## src/rtl/j1_io_fabric.sv

```systemverilog
// I/O interconnect between the J1 core I/O port and NUM_SLV paged peripherals,
// with a built-in status page that counts and records accesses to unmapped pages.
module j1_io_fabric #(
    parameter int          NUM_SLV    = 8,
    parameter logic [7:0]  BASE_PAGE  = 8'h64,
    parameter logic [7:0]  STAT_PAGE  = 8'h7F,
    parameter logic [15:0] DEFAULT_RD = 16'h0666,
    parameter int          RD_REG     = 0
) (
    input  logic                    sys_clk_i,
    input  logic                    sys_rst_i,
    input  logic                    io_rd,
    input  logic                    io_wr,
    input  logic [15:0]             io_addr,
    input  logic [15:0]             io_dout,
    output logic [15:0]             io_din,
    output logic [NUM_SLV-1:0]      slv_cs,
    input  logic [16*NUM_SLV-1:0]   slv_dout,
    output logic                    irq_err
);

    logic [7:0]  page;
    logic        slv_hit;
    logic        stat_hit;
    logic        fault;
    logic        clr;
    logic [15:0] stat_rd;
    logic [15:0] rd_data;
    logic        unused_dout;

    logic        err_q, err_d;
    logic        ovf_q, ovf_d;
    logic [15:0] err_cnt_q, err_cnt_d;
    logic [15:0] last_addr_q, last_addr_d;
    logic [1:0]  last_type_q, last_type_d;

    assign page        = io_addr[15:8];
    assign unused_dout = ^io_dout[15:1];

    // Compare in int so a slave page never aliases by wrapping past 8'hFF.
    always_comb begin
        slv_cs = '0;
        for (int i = 0; i < NUM_SLV; i++) begin
            slv_cs[i] = (int'(page) == int'(BASE_PAGE) + i);
        end
    end

    assign slv_hit  = |slv_cs;
    assign stat_hit = (page == STAT_PAGE);
    assign fault    = (io_rd | io_wr) & ~slv_hit & ~stat_hit;
    assign clr      = io_wr & stat_hit & (io_addr[3:0] == 4'd0) & io_dout[0];

    always_comb begin
        case (io_addr[3:0])
            4'd0:    stat_rd = {14'b0, ovf_q, err_q};
            4'd1:    stat_rd = err_cnt_q;
            4'd2:    stat_rd = last_addr_q;
            4'd3:    stat_rd = {14'b0, last_type_q};
            4'd4:    stat_rd = {8'(NUM_SLV), BASE_PAGE};
            default: stat_rd = 16'h0000;
        endcase
    end

    always_comb begin
        rd_data = DEFAULT_RD;
        if (stat_hit) begin
            rd_data = stat_rd;
        end
        for (int i = 0; i < NUM_SLV; i++) begin
            if (slv_cs[i]) begin
                rd_data = slv_dout[16*i +: 16];
            end
        end
    end

    // Clear and fault target different pages, so they are mutually exclusive.
    always_comb begin
        err_d       = err_q;
        ovf_d       = ovf_q;
        err_cnt_d   = err_cnt_q;
        last_addr_d = last_addr_q;
        last_type_d = last_type_q;
        if (clr) begin
            err_d     = 1'b0;
            ovf_d     = 1'b0;
            err_cnt_d = 16'h0000;
        end else if (fault) begin
            err_d       = 1'b1;
            last_addr_d = io_addr;
            last_type_d = {io_wr, io_rd};
            if (err_cnt_q == 16'hFFFF) begin
                ovf_d = 1'b1;
            end else begin
                err_cnt_d = err_cnt_q + 16'd1;
            end
        end
    end

    always_ff @(posedge sys_clk_i or posedge sys_rst_i) begin
        if (sys_rst_i) begin
            err_q       <= 1'b0;
            ovf_q       <= 1'b0;
            err_cnt_q   <= 16'h0000;
            last_addr_q <= 16'h0000;
            last_type_q <= 2'b00;
        end else begin
            err_q       <= err_d;
            ovf_q       <= ovf_d;
            err_cnt_q   <= err_cnt_d;
            last_addr_q <= last_addr_d;
            last_type_q <= last_type_d;
        end
    end

    assign irq_err = err_q;

    generate
        if (RD_REG != 0) begin : g_rd_reg
            logic [15:0] rd_q, rd_d;

            always_comb begin
                rd_d = rd_q;
                if (io_rd) begin
                    rd_d = rd_data;
                end
            end

            always_ff @(posedge sys_clk_i or posedge sys_rst_i) begin
                if (sys_rst_i) begin
                    rd_q <= 16'h0000;
                end else begin
                    rd_q <= rd_d;
                end
            end

            assign io_din = rd_q;
        end else begin : g_rd_comb
            assign io_din = rd_data;
        end
    endgenerate

endmodule

```

## config.mk

```make
export PLATFORM = sky130hd
export DESIGN_NAME = j1_io_fabric
export DESIGN_NICKNAME = d
export VERILOG_FILES = /design/src/rtl/j1_io_fabric.sv
export SDC_FILE = /design/constraint.sdc
export NUM_CORES = 1
export LEC_CHECK = 0
export ABC_AREA = 1
export CAP_MARGIN = 40
export CORE_ASPECT_RATIO = 0.75
export CORE_MARGIN = 4
export CORE_UTILIZATION = 40
export DETAILED_ROUTE_END_ITERATION = 8
export GPL_TIMING_DRIVEN = 1
export MAX_ROUTING_LAYER = met4
export PLACE_DENSITY = 0.83
export REMOVE_ABC_BUFFERS = 1
export SETUP_SLACK_MARGIN = 0.3
export SLEW_MARGIN = 15
export SYNTH_ARGS = -nofsm -noshare
export SYNTH_HDL_FRONTEND = slang
export SYNTH_SLANG_ARGS = --single-unit
```

## constraint.sdc

```tcl
create_clock -name sys_clk_i -period 2.88 [get_ports sys_clk_i]
set_input_delay 0.864 -clock sys_clk_i [delete_from_list [all_inputs] [get_ports sys_clk_i]]
set_output_delay 0.864 -clock sys_clk_i [all_outputs]
set_load 0.005 [all_outputs]
```

### After elaboration in Yosys (flattened, before gate mapping)

Index checks and enable logic that the tools add are counted.

| storage, ports and cells | value |
|---|---|
| output and inout port bits | 25 |
| word-level logic and storage cells | 55 |
| register bits | 36 |
| input bits | 164 |

| operators by class | value |
|---|---|
| muxes and demuxes | 18 |
| bitwise logic cells | 9 |
| equal/unequal tests | 15 |
| add/sub/neg operators | 1 |
| reductions and logical operators | 7 |

Operators with widths:

| kind | count |
|---|---|
| 16-bit 2-to-1 mux | 12 |
| 16-bit case mux with 5 select lines | 1 |
| 8-bit == test (second input constant) | 8 |
| 16-bit by 1-bit adder with 16-bit output (second input constant) | 1 |
| 16-bit == test (second input constant) | 1 |
| 4-bit by 2-bit == test with 1-bit output (second input constant) | 2 |
| 8-bit by 7-bit == test with 1-bit output (second input constant) | 1 |
| 8-bit OR reduction | 1 |
| 2-bit AND reduction | 3 |
| 1-bit bitwise AND | 5 |
| 1-bit 2-to-1 mux | 5 |
| 4-bit by 1-bit == test with 1-bit output (second input constant) | 1 |
| 4-bit by 3-bit == test with 1-bit output (second input constant) | 1 |
| 4-bit logical NOT | 1 |
| 2-bit nonzero test | 2 |
| 1-bit NOT | 3 |
| 2-bit != test (second input constant) | 1 |
| 1-bit OR | 1 |

### Logic depth before layout (Yosys ltp)

| logic depth | value |
|---|---|
| depth after elaboration | 11 |
| mapped depth | 13 |
| gate-level depth less buffers | 12 |

### Worst setup path before layout

OpenSTA, ideal clock, no wires.

| timing path | value |
|---|---|
| path type | input -> output |
| start | in io_addr[15] |
| end | out io_din[10] |
| cell stages on the path | 10 |
| buffers on the path | 1 |
| arrival time | 1.968 ns |
| setup slack | 0.048 ns |
| required time | 2.016 ns |
| cell sequence | inv_1 > nand2_2 > nor2_1 > buf_4 > nand2_4 > nor2_4 > inv_1 > or2_0 > nand4_1 > nand2_1 |

| between the ends | value |
|---|---|
| elaborated cells on any way between the ends | 18 |
| classes of those cells | eq/ne (9); mux (9) |

RTL lines:

| element | line | RTL |
|---|---|---|
| start: declaration | 14 | `input logic [15:0] io_addr,` |
| 8-bit == test | 44 | `slv_cs[i] = (int'(page) == int'(BASE_PAGE) + i);` |
| via slv_cs[5] | 17 | `output logic [NUM_SLV-1:0] slv_cs,` |
| 16-bit 2-to-1 mux (3 in series) | 70 | `if (slv_cs[i]) begin` |
| end: declaration | 16 | `output logic [15:0] io_din,` |

The timed path passes the listed nets, and every way through them passes these cells.

### Worst setup path in the final report

| timing path | value |
|---|---|
| start | in io_addr[15] |
| end | out io_din[6] |

| between the ends | value |
|---|---|
| word-level cells in the longest chain between the ends | 10 |
| elaborated cells on any way between the ends | 18 |
| classes of those cells | eq/ne (9); mux (9) |

Ends and longest elaborated chain:

| element | line | RTL |
|---|---|---|
| 8-bit by 7-bit == test with 1-bit output | 49 | `assign stat_hit = (page == STAT_PAGE);` |
| 16-bit 2-to-1 mux | 66 | `if (stat_hit) begin` |
| 16-bit 2-to-1 mux (7 in series) | 70 |  |
| 16-bit 2-to-1 mux (*) | 70 |  |

Mark *: on every way between the ends. The rest lies on a longest branch, timed or not.

==> metrics.yaml <==
finish:
  nets: 995
  area_growth_pct: 88.67
  post-route-util: 0.7939
  final_cells: 936
  diodes: 0
  drive_above_1_share: 0.2671
sta:
  max_freq_mhz: 301.5
  hold_slack_ps: 474.8
  drv_slew: 0
  tns_ps: -6173
  finalClockSkew_ps: 8.212
  max-slew-margin-rel: 0.6694
  setup_viol: 21
  final.min_clock_period_ps: 3317
  worstMarginPinSlew_ps: 492.1
  fin_ws_ps: -436.8
  finalCritPeriodShare: 1.152
  finalHoldViolCount: 0
  rsz0062_at_grt: "true"
routing:
  num_vias: 5218
  via_per_inst: 5.575
  antenna_left: 0
  wl_per_cell_um: 18.23
  dr.first_iter.drc_count: 579
  drcViolationCount: 0
  routed_wl_mm: 17.06
  firstDrtPassIters: 6
synthesis:
  synth_area_sq_mm: 0.003391
  yosysMostFrequentCell: "nand2_1"
  synth_flop_cell: "dfrtp_1"
  synth_cell_types: 35
  yosysWarnings: 0
  ys_ff_latch: 36
  synthCells: 566
  synthTopCellsByCount: "nand2_1 (171), inv_1 (77), nor2_1 (64)"
  ys_seq_area_frac: 0.2657
  synth_area_leaders: "dfrtp_1 (27%), nand2_1 (19%), inv_1 (8.5%)"
  avgSynthCellArea_sq_um: 5.991
  yosys.area.top_type: "dfrtp_1"
  synth-edff-count: 0
  synth_top_area_share: 0.2657
  synthArstFlopShare: 1.000
place:
  place_hpwl_mm: 11.23
  port-buffer-count: 173
  gp_congestion: 1.056
  post-place-cells: 891
die:
  die_w_um: 114.3
  die_h_um: 87.74
  dieArea_sq_mm: 0.01003
  ios: 189
  rows: 28
  coreArea_sq_mm: 0.008058
  initial_core_util: 0.4208
grt:
  grt_pass1_vias: 4949
  track_usage: 0.3040
  grt_max_degree: 37
  grt_pass1_wl_mm: 23.54
  grt_overflow: 0
  antenna_found_initial: 0
clocking:
  cts_tree: "built"
  clk_path_buf_depth: 2
  cts-buffers-inserted: 5
  cts_hold_buffers: 0
  cts_sinks: 36
  root_buffer: "clkbuf_16"
  cts.clk_slew.worst_paths_ps: 60
  clkLatencyLatePin_ps: 280
  htree_levels: 2
power_and_ir_drop:
  leakagePower_nw: 3.052
  clkPwrFrac: 0.272
  pwr-share-seq: 0.354
  p_sw_frac: 0.3498
  power.density_mw_per_mm2: 318.3
  pwr-share-comb: 0.374
  vdd_drop_max_v: 0.0002579
  p_switching_uw: 712.3
  p_int_mw: 1.324
hold_path:
  hold_path.class: "reg -> reg"
  worstHoldPathCells: 2
  hold_path_end: "last_addr_q[9]"
  min_from: "last_addr_q[9]"
job:
  drv_cap: 0
worst_setup_path:
  startpoint_type: "input pin"
  worst_ep_required_time_ps: 2020
  r2r-start: "err_cnt_q[0]"
  criticalPathCategory: "in -> out"
  critical_path_peak_fanout: 5
  cp_slowest_cell: "or2_0"
  r2r_end: "err_cnt_q[6]"
  crit_path_end_kind: "primary output"
  worst_path_largest_cell_delay_ps: 200
  r2r_cells: 11
  arrival_ps: 2450
  rrSetupSlack_ps: 860
  path_cells: "buf_8 > inv_4 > nand2_4 > nor2_4 > buf_12 > nand2_8 > buf_12 > nor2_4 > clkinvlp_4 > buf_6 > or2_0 > nand4_1 > nand2_1 > buf_2"
outcome:
  outcome: "complete, but fails checks"
  failed_checks: "negative setup slack"
[state kept, by name (all words and copies together), names as in the netlist]
register and count:
err_cnt_q 16, irq_err 1, last_type_q 2, last_addr_q 16
ovf_q 1
[per-layer routing]
metal | vias up | wire (um) | GRT usage
met3 | 92 | 1679 | 0.06077
met1 | 2376 | 6549 | 0.3717
met2 | 403 | 7944 | 0.5037
met5 | - | 0 | -
li1 | 2347 | - | -
met4 | 0 | 886 | 0.1046
[how the worst max path moves through the flow]
stage | start | to | slack (ps) | cells after the start
after floorplan | io_addr[15] | io_din[1] | -430 | 8
after global placement | io_addr[14] | io_din[6] | -1050 | 12
after detailed placement | io_addr[14] | io_din[9] | -1060 | 13
after CTS | io_addr[12] | io_din[6] | -440 | 14
after global routing | io_addr[12] | io_din[6] | -530 | 14
final | io_addr[15] | io_din[6] | -440 | 14
[repair_timing]
| action | CTS | global route |
|---|---|---|
| pin swaps | 29 | 27 |
| setup endpoints to repair | 27 | 26 |
| resized for setup | 193 | 50 |
| buffers inserted | 23 | 10 |
| gates cloned | 3 | 1 |
[power groups by stage]
stage	combinational (mW)	clock, mW	sequential, mW
floorplan	0.336	0	0.687
global route	0.822	0.579	0.731
finish	0.762	0.554	0.721
CTS	0.716	0.554	0.713
detailed placement	0.688	0	0.719
global placement	0.674	0	0.715
[cell type report]
class | count | area [sq um]
Multi-Input combinational cell | 433 | 2266
Tap cell | 105 | 131.4
Timing Repair Buffer | 270 | 2600
Timing Repair inverter | 1 | 7.507
Clock inverter | 2 | 10.01
Inverter | 83 | 342.8
Sequential cell | 36 | 900.9
Clock buffer | 6 | 138.9
Fill cell | 532 | 1660
[critical path, delay by kind of cell]
kind	cells	cell delay [ps]
simple gates	7	770
buf+inv	7	820
[kinds of logic after synthesis]
group	synth area share
AOI/OAI and AO/OA	0.09410
and+or+nand+nor	0.5092
buffers and inverters	0.1196
adders and majority gates	0.003689
xor gates and xnor gates	0.007750
DFF	0.2657
[cell usage in the layout (no fill, tap or decap), types with 3 or more instances in the layout]
cell             instances
nor3_1                  11
nand2_1                164
nor2_4                   7
nor3_2                   6
nand3_2                  6
nand3_1                 46
o21ai_0                 22
buf_6                   35
inv_4                    5
dfrtp_1                 36
inv_1                   67
clkdlybuf4s50_1        137
o21ai_1                  4
buf_4                   60
a21oi_1                 11
or2_0                    6
o22ai_1                  7
clkbuf_2                 3
clkdlybuf4s15_2          3
inv_2                    8
nor2_1                  57
o21ai_2                  6
or2_2                    9
nand4_1                 31
clkbuf_16                6
xor2_1                   3
nor2_2                   7
buf_12                   6
buf_2                   21
nand2_2                  6
nand2_4                  8
or2_1                    3
[through the flow]
step,setup WS (ps),total power [mW],instance area [sq um]
floorplan,-430.3,1.023,3297
global placement,-1047,1.389,5680
detailed placement,-1061,1.407,5680
CTS,-444.2,1.983,6188
global route,-530.4,2.132,6397
finish,-436.8,2.036,6397
Power figures use the tool's default switching activity.
